## config.mk

```make
export PLATFORM = sky130hd
export DESIGN_NAME = if_pc_gen
export DESIGN_NICKNAME = d
export VERILOG_FILES = /design/src/rtl/if_pc_gen.sv
export SDC_FILE = /design/constraint.sdc
export NUM_CORES = 1
export LEC_CHECK = 0
export CORE_MARGIN = 2
export CORE_UTILIZATION = 43
export CTS_BUF_LIST = sky130_fd_sc_hd__clkbuf_16
export DETAILED_ROUTE_END_ITERATION = 6
export PLACE_DENSITY_LB_ADDON = 0.25
export SLEW_MARGIN = 10
export SYNTH_ARGS = -nofsm -noshare
export SYNTH_HDL_FRONTEND = slang
export SYNTH_SLANG_ARGS = --single-unit
```

## constraint.sdc

```tcl
create_clock -name clk -period 3.2 [get_ports clk]
set_input_delay 0.32 -clock clk [delete_from_list [all_inputs] [get_ports clk]]
set_output_delay 0.32 -clock clk [all_outputs]
set_load 0.02 [all_outputs]
```

## src/rtl/if_pc_gen.sv

```systemverilog
// Fetch PC generator with tournament (local/global/chooser) branch prediction.
// Prediction combinational on pc, next pc registered 1 cycle; stall[0] holds pc, EX redirect overrides stall.
module if_pc_gen (
    input  logic        clk,
    input  logic        rst,
    input  logic [5:0]  stall,
    input  logic [31:0] inst_i,
    input  logic        ex_branch_valid_i,
    input  logic [31:0] ex_branch_pc_i,
    input  logic        ex_branch_taken_i,
    input  logic        ex_mispredict_i,
    input  logic [31:0] ex_redirect_pc_i,
    output logic [31:0] inst_addr_o,
    output logic        ce_o,
    output logic [31:0] if_pc_o,
    output logic [31:0] if_inst_o,
    output logic        pre_take_or_not_o,
    output logic        pre_sel_o
);

    localparam logic [6:0] OP_BRANCH = 7'b1100011;
    localparam logic [6:0] OP_JAL    = 7'b1101111;

    logic [31:0]      pc;
    logic             ce;
    logic [3:0]       ghr;
    logic [15:0][1:0] lbht;
    logic [15:0][1:0] gbht;
    logic [15:0][1:0] chooser;

    logic [3:0]  idx;
    logic [3:0]  g_idx;
    logic        is_branch;
    logic        is_jal;
    logic [31:0] b_imm;
    logic [31:0] j_imm;
    logic        pred_taken;
    logic        pred_sel;
    logic [31:0] target;
    logic [31:0] next_pc;

    logic [3:0]  u_idx;
    logic [3:0]  ug_idx;
    logic [1:0]  l_old;
    logic [1:0]  g_old;
    logic [1:0]  c_old;
    logic        l_ok;
    logic        g_ok;

    logic        unused_ok;
    assign unused_ok = ^{stall[5:1], ex_branch_pc_i[31:6], ex_branch_pc_i[1:0]};

    function automatic logic [1:0] sat_step(input logic [1:0] c, input logic up);
        logic [1:0] r;
        r = c;
        if (up && c != 2'b11)
            r = c + 2'b01;
        else if (!up && c != 2'b00)
            r = c - 2'b01;
        return r;
    endfunction

    assign idx       = pc[5:2];
    assign g_idx     = ghr ^ pc[5:2];
    assign is_branch = (inst_i[6:0] == OP_BRANCH);
    assign is_jal    = (inst_i[6:0] == OP_JAL);
    assign b_imm     = {{20{inst_i[31]}}, inst_i[7], inst_i[30:25], inst_i[11:8], 1'b0};
    assign j_imm     = {{12{inst_i[31]}}, inst_i[19:12], inst_i[20], inst_i[30:21], 1'b0};

    always_comb begin
        pred_taken = 1'b0;
        pred_sel   = 1'b0;
        target     = pc + b_imm;
        if (ce) begin
            pred_sel = chooser[idx][1];
            if (is_branch) begin
                pred_taken = pred_sel ? gbht[g_idx][1] : lbht[idx][1];
            end else if (is_jal) begin
                pred_taken = 1'b1;
                pred_sel   = 1'b0;
                target     = pc + j_imm;
            end
        end
    end

    always_comb begin
        if (ex_mispredict_i)
            next_pc = ex_redirect_pc_i;
        else if (stall[0])
            next_pc = pc;
        else if (pred_taken)
            next_pc = target;
        else
            next_pc = pc + 32'd4;
    end

    // Training uses the ghr value from before this resolution's shift.
    assign u_idx  = ex_branch_pc_i[5:2];
    assign ug_idx = ghr ^ ex_branch_pc_i[5:2];
    assign l_old  = lbht[u_idx];
    assign g_old  = gbht[ug_idx];
    assign c_old  = chooser[u_idx];
    assign l_ok   = (l_old[1] == ex_branch_taken_i);
    assign g_ok   = (g_old[1] == ex_branch_taken_i);

    always_ff @(posedge clk or negedge rst) begin
        if (!rst) begin
            pc      <= 32'h0000_0000;
            ce      <= 1'b0;
            ghr     <= 4'h0;
            lbht    <= {16{2'b01}};
            gbht    <= {16{2'b01}};
            chooser <= {16{2'b01}};
        end else if (!ce) begin
            ce <= 1'b1;
        end else begin
            pc <= next_pc;
            if (ex_branch_valid_i) begin
                lbht[u_idx]  <= sat_step(l_old, ex_branch_taken_i);
                gbht[ug_idx] <= sat_step(g_old, ex_branch_taken_i);
                if (l_ok != g_ok)
                    chooser[u_idx] <= sat_step(c_old, g_ok);
                ghr <= {ghr[2:0], ex_branch_taken_i};
            end
        end
    end

    assign inst_addr_o       = pc;
    assign if_pc_o           = pc;
    assign ce_o              = ce;
    assign if_inst_o         = ce ? inst_i : 32'h0;
    assign pre_take_or_not_o = pred_taken;
    assign pre_sel_o         = pred_sel;

endmodule

```

==> flow_summary.ini, run 1 <==
[power_and_ir_drop]
peakVddDrop_mv = 0.514
switchingPower_mw = 4.28
share_seq_of_total_power_pct = 27.0
switching_share_pct = 39.5
cellLeakagePower_nw = 6.35
intPower_mw = 6.56
combPwrFrac_pct = 54.7
power_frac_clock_pct = 18.3
p_per_area_mw_per_mm2 = 727

[route]
first_pass_iters = 6
routed_wl_mm = 34.3
first_iter_violations = 578
routedWlPerCell_um = 19.7
avgViaCountPerCell = 5.63
ant_nets = 0
drc = 0
vias = 9796

[synth]
synth_cell_types = 66
yosysWarningCount = 0
synth_area_mm2 = 0.0108
synth-compound-area-share_pct = 15.0
yosys.area_share.xor_xnor_pct = 6.41
synth-adder-area-share_pct = 6.14
synth_flop_cell = dfrtp_1
synth_edf_count = 0
synth_simple_gate_area_share_pct = 14.1
synth_top_family_by_area = multiplexers
muxShareOfSynthArea_pct = 21.4
ys_ff_latch = 133
synthCells = 1116
synth_seq_area_share_pct = 31.3
avgSynthCellArea_um2 = 9.71
syn_nets = 1275
async_flop_share_pct = 100

[clock_tree]
cts_buffers = 17
clock_latency_ps = 440
path_clk_slew_ps = 70
ctsRootBufferMaster = clkbuf_16
clock_sinks = 133
cts_max_path_buffers = 2
cts_tree = built
h-tree-depth = 4

[grt]
grt_pass1_wl_mm = 53.5
met3_usage_pct = 3.74
first_global_vias = 9862
grt-busiest-layer = met2
antenna_found_initial = 1
gr-usage-met1_pct = 33.5
grt_max_degree = 70
met2_usage_pct = 44.7
grt_overflow = 0
grt_use_total_pct = 25.9

[timing]
hold_violations = 0
tightest_slew_ps = 793
rsz0062_at_grt = yes
finalClockSkew_ps = 16.9
timing.fmax_mhz = 313
maxSlewViolCount = 0
slew_headroom_pct = 46.9
setup_viol = 0
fin_crit_sh_pct = 100
min_period_ps = 3200

[placed_design]
numPortBuffers = 172
globalplace.congestion = 0.882
dp_hpwl_mm = 25.6
dp_cells = 1692
place_area_mm2 = 0.0138

[worst_setup_path]
start_kind = flop
cp_max_fo = 3
r2r-end = chooser[24]
reg2reg_depth = 10
worst_ep_arrival_time_ps = 2880
cp.required_ps = 2880
path_class = flop to output port
rrSetupSlack_ps = 10
r2r-start = ghr[0]
cp-end-kind = output port

[finish]
antenna_cells = 0
final_cells = 1741
layout_common_cells = buf_4 (176), clkdlybuf4s50_1 (167), mux2_2 (91)
area_growth_pct = 37.6
finalNetCount = 1557
final_cell_area_mm2 = 0.0149
n_fill_cell = 2099
layout-drive-gt1-share_pct = 33.5
final_common_cell = buf_4

[floorplan]
initial_core_util_pct = 43.4
io_pins = 206
placementRows = 58
fp.dieH_um = 163
die_w_um = 163
dieArea_mm2 = 0.0265
coreArea_mm2 = 0.0250

[outcome]
outcome = complete, no violations

[min_path]
hold_path_class = input port to asynchronous set/reset pin

[job]
maxCapViolCount = 0
logic make-up after synthesis:
kind of cell	Yosys count
mux	165
simple gates	308
flops	133
fa+ha+maj	52
buf+inv	120
xor+xnor	75
other cells	1
compound gates	262
registers in the layout, indices dropped and copies added, names as in the netlist:
name / flops
gbht: 32
lbht: 32
ghr: 4
chooser: 32
ce_o: 1
if_pc_o: 32
metrics by stage:
step	TNS (ps)	util (%)	hold slack [ps]	power, mW	setup slack, ps
6_report	0	59.7	451	10.8	0.880
5_1_grt	-2910	59.7	510	11.5	-100
4_1_cts	-75.0	58.6	478	10.4	-75.0
3_5_place_dp	-86180	55.3	375	7.99	-943
3_3_place_gp	-77280	55.3	373	7.87	-917
2_1_floorplan	-80.0	-	24.4	6.09	-80.0
power by group through the flow:
stage | Sequential, mW | Clock [mW] | Combinational, mW
2_1_floorplan | 2.86 | 0 | 3.23
3_3_place_gp | 2.91 | 0 | 4.95
3_5_place_dp | 2.93 | 0 | 5.06
4_1_cts | 2.90 | 2.02 | 5.47
5_1_grt | 3.00 | 2.08 | 6.41
6_report | 2.93 | 1.99 | 5.92
critical path: stages, from the launching register on:
cell and delay [ps]:
dfrtp_2 480, buf_4 180, xor2_2 140, buf_4 150, mux4_2 500, a22oi_1 230, a311oi_1 130, o21bai_1 230
and2_4 210, inv_1 70, buf_6 130
synthesized netlist by cell type (4+ instances only):
library cell | count | share of area [%]
and2_1 | 39 | 2.3
a221oi_1 | 4 | 0.32
nor3_1 | 14 | 0.65
dfstp_2 | 48 | 12
and4_1 | 5 | 0.40
xnor2_1 | 32 | 2.6
xor2_1 | 38 | 3.1
nor2_1 | 59 | 2.0
a21oi_1 | 75 | 3.5
o21a_1 | 6 | 0.42
dfrtp_1 | 85 | 20
inv_1 | 25 | 0.87
mux2i_1 | 20 | 1.8
buf_4 | 35 | 2.4
mux4_1 | 4 | 0.97
a31oi_1 | 10 | 0.58
a211oi_1 | 21 | 1.5
and3_1 | 14 | 0.81
a21o_1 | 21 | 1.5
nand2_1 | 90 | 3.1
mux2_2 | 103 | 11
o22ai_1 | 9 | 0.52
nor2b_1 | 17 | 0.98
buf_1 | 4 | 0.14
a22oi_1 | 4 | 0.28
clkbuf_1 | 44 | 1.5
or3_1 | 6 | 0.35
o31ai_1 | 4 | 0.28
o211ai_1 | 5 | 0.35
buf_2 | 10 | 0.46
ha_1 | 50 | 5.8
nand2b_1 | 13 | 0.75
nand3_1 | 25 | 1.2
mux4_2 | 38 | 7.9
o21bai_1 | 8 | 0.55
o21ai_0 | 68 | 3.1
nand4_1 | 15 | 0.87
routing by layer:
| metal | share of wire [%] | wire [um] | vias to the layer above |
|---|---|---|---|
| met2 | 49 | 16700 | 311 |
| met1 | 43 | 14900 | 4791 |
| met3 | 5.0 | 1710 | 55 |
| li1 | - | - | 4639 |
| met5 | 0 | 0 | - |
| met4 | 2.7 | 941 | 0 |
final cells by class:
cell class / instances / area, um2 / area share, %
multi-input cells: 864 / 7240 / 48.5
flip-flops and latches: 133 / 3390 / 22.7
repair buffers: 357 / 3200 / 21.4
clock buffers: 17 / 425 / 2.85
well taps: 330 / 413 / 2.77
clock inverters: 15 / 153 / 1.02
inverters: 25 / 93.8 / 0.629
worst max-delay path by stage:
stage,cells past startpoint,startpoint,to,slack (ps)
global route,14,if_pc_o[1],if_pc_o[25],-100
finish,10,ghr[0],pre_take_or_not_o,0.9
detailed placement,9,ex_branch_pc_i[2],gbht[3],-940
CTS,10,if_pc_o[2],pre_take_or_not_o,-80
floorplan,14,if_pc_o[2],if_pc_o[31],-80
global placement,14,inst_i[8],if_pc_o[31],-920
repair_timing:
item                                    in CTS  in global routing
endpoints found under the setup margin     112                111
hold buffers                                 1                  0
hold endpoints to repair                    45                  0
setup buffers                                7                  9
gates resized for setup                     38                 60
cloned                                       0                  1
pin swaps                                   10                 31
(Power assumes the default switching activity.)
==> inputs of run 2 (changes only) <==
--- a/config.mk
+++ b/config.mk
@@ -7,2 +7,3 @@
 export LEC_CHECK = 0
+export ABC_AREA = 1
 export CORE_MARGIN = 2
==> constraint.sdc (replaced) <==
create_clock -name clk -period 3.2 [get_ports clk]
set_input_delay 0.96 -clock clk [delete_from_list [all_inputs] [get_ports clk]]
set_output_delay 0.96 -clock clk [all_outputs]
set_load 0.02 [all_outputs]
==> flow_summary.ini, run 2 <==
[outcome]
outcome = complete, no violations

[timing]
setup_slack_ps = 48.5
maxSlewViolCount = 0
timing.fmax_mhz = 317
slew_headroom_pct = 62.1
min_period_ps = 3150
finalClockSkew_ps = 9.59
setup_viol = 0
setup_tns_ps = 0
worst_hold_slack_ps = 467
fin_crit_sh_pct = 98.5
tightest_slew_ps = 569
hold_violations = 0

[finish]
layout_common_cells = nand2_1 (808), inv_1 (251), nor2_1 (219)
finalNetCount = 2588
antenna_cells = 0
final_common_cell = nand2_1
fin_util_pct = 58.3
multi_input_area_mm2 = 0.00819
seq_area_mm2 = 0.00339
area_growth_pct = 34.5
final_cells = 2832
n_fill_cell = 2945
layout-drive-gt1-share_pct = 18.1
final_cell_area_mm2 = 0.0172

[clock_tree]
path_clk_slew_ps = 60
h-tree-depth = 4
cts_tree = built
hold_buffers = 0
cts_max_path_buffers = 2
cts_buffers = 17
clock_latency_ps = 420
ctsRootBufferMaster = clkbuf_16
clock_sinks = 133

[synth]
avgSynthCellArea_um2 = 6.10
async_flop_share_pct = 100
synth.most_common_cell = nand2_1
synth_cell_types = 48
synth_area_mm2 = 0.0128
synth_flop_cell = dfrtp_1
synthTopCellsByArea = nand2_1 (24%), dfrtp_1 (17%), dfstp_2 (9.9%)
yosysTopAreaCell = nand2_1
synth_top_area_share_pct = 24.0
synth_seq_area_share_pct = 26.5
yosysWarningCount = 0
ys_top_cells_by_count = nand2_1 (818), inv_1 (254), nor2_1 (233), nand3_1 (140), dfrtp_1 (85)
synth_edf_count = 0
synthCells = 2095
syn_nets = 2254
ys_ff_latch = 133

[worst_setup_path]
worstPathCellList = clkdlybuf4s50_1 > nand2_1 > inv_1 > clkdlybuf4s50_1
crit_family = buffers and inverters
start_kind = input port
slowest_delay_ps = 600
cp.required_ps = 2240
cp_max_fo = 2
crit_buf_inv = 3
crit_top_cell = clkdlybuf4s50_1
path_class = input port to output port
slowest_stage = clkdlybuf4s50_1
cp-end-kind = output port
worst_ep_arrival_time_ps = 2190

[placed_design]
place_area_mm2 = 0.0162
numPortBuffers = 172
globalplace.congestion = 0.947
dp_cells = 2792
pre_cts_slack_ps = -773
dp_hpwl_mm = 35.0

[floorplan]
coreArea_mm2 = 0.0295
fp.dieH_um = 176
dieArea_mm2 = 0.0311
io_pins = 206
die_w_um = 176
placementRows = 63
initial_core_util_pct = 43.3

[route]
drc = 0
routedWlPerCell_um = 15.6
vias = 14400
avgViaCountPerCell = 5.10
first_pass_iters = 5
ant_nets = 0
first_iter_violations = 1031
routed_wl_mm = 44.2

[grt]
grt_pass1_wl_mm = 70.1
grt_max_degree = 61
first_global_vias = 13800
grt_use_total_pct = 28.4
antenna_found_initial = 0
grt_overflow = 0

[min_path]
hold_path_class = flop to flop

[power_and_ir_drop]
cellLeakagePower_nw = 8.90
peakVddDrop_mv = 1.03
p_per_area_mw_per_mm2 = 617
p_total_mw = 10.6

[job]
maxCapViolCount = 0
[run 2: report_power, final]
part	leakage (nW)	switching, mW	internal (mW)
combinational	7.08	3.31	2.60
clock	0.259	0.801	1.07
sequential	1.57	0.522	2.32
total	8.90	4.63	5.98
[run 2: final cells by class]
class / instances / area share, %
tap: 390 / 2.84
timing repair buffer: 395 / 20.8
clock buffer: 17 / 2.47
multi-input combinational: 1618 / 47.7
inverter: 264 / 5.76
sequential: 133 / 19.7
clock inverter: 15 / 0.771
[run 2: cell families (layout without fill, tap and decap cells)]
family / Yosys count / after routing / share of synthesized area, %
flip-flops: 133 / 133 / 26.5
AO/OA/AOI/OAI: 204 / 204 / 9.66
adder cells (fa/ha/maj): 52 / 52 / 5.21
buffers and inverters: 345 / 691 / 11.7
XOR/XNOR: 63 / 63 / 4.67
other: 1 / 1 / 0.0293
AND/OR/NAND/NOR: 1294 / 1295 / 42.0
multiplexers: 3 / 3 / 0.255
[run 2: repair_timing]
item	CTS	global route
buffers inserted	2	3
pin swaps	10	14
setup endpoints to repair	40	119
gates cloned	1	2
resized for setup	38	73
[run 2: routing by layer]
layer / GRT usage (%) / vias up / wire (um)
met2: 50.8 / 450 / 22000
met5: 0 / - / 0
li1: - / 7215 / -
met3: 2.86 / 95 / 2180
met1: 35.1 / 6676 / 18300
met4: 11.4 / 0 / 1760
[run 2: final timing paths]
path	start	to	slack, ps	cells past startpoint
setup / recovery	inst_i[8]	if_inst_o[8]	50	4
hold / removal	chooser[4]	chooser[4]	470	2
setup reg to reg	ghr[1]	gbht[15]	370	17
hold reg to reg	chooser[4]	chooser[4]	470	2
max in group asynchronous	rst	chooser[30]	1920	2
min in group asynchronous	rst	gbht[17]	520	1
[run 2: tightest hold or removal path, stage by stage (launching register included)]
cell and delay [ps]:
dfstp_2 370, nand2_1 50, nand2_1 50
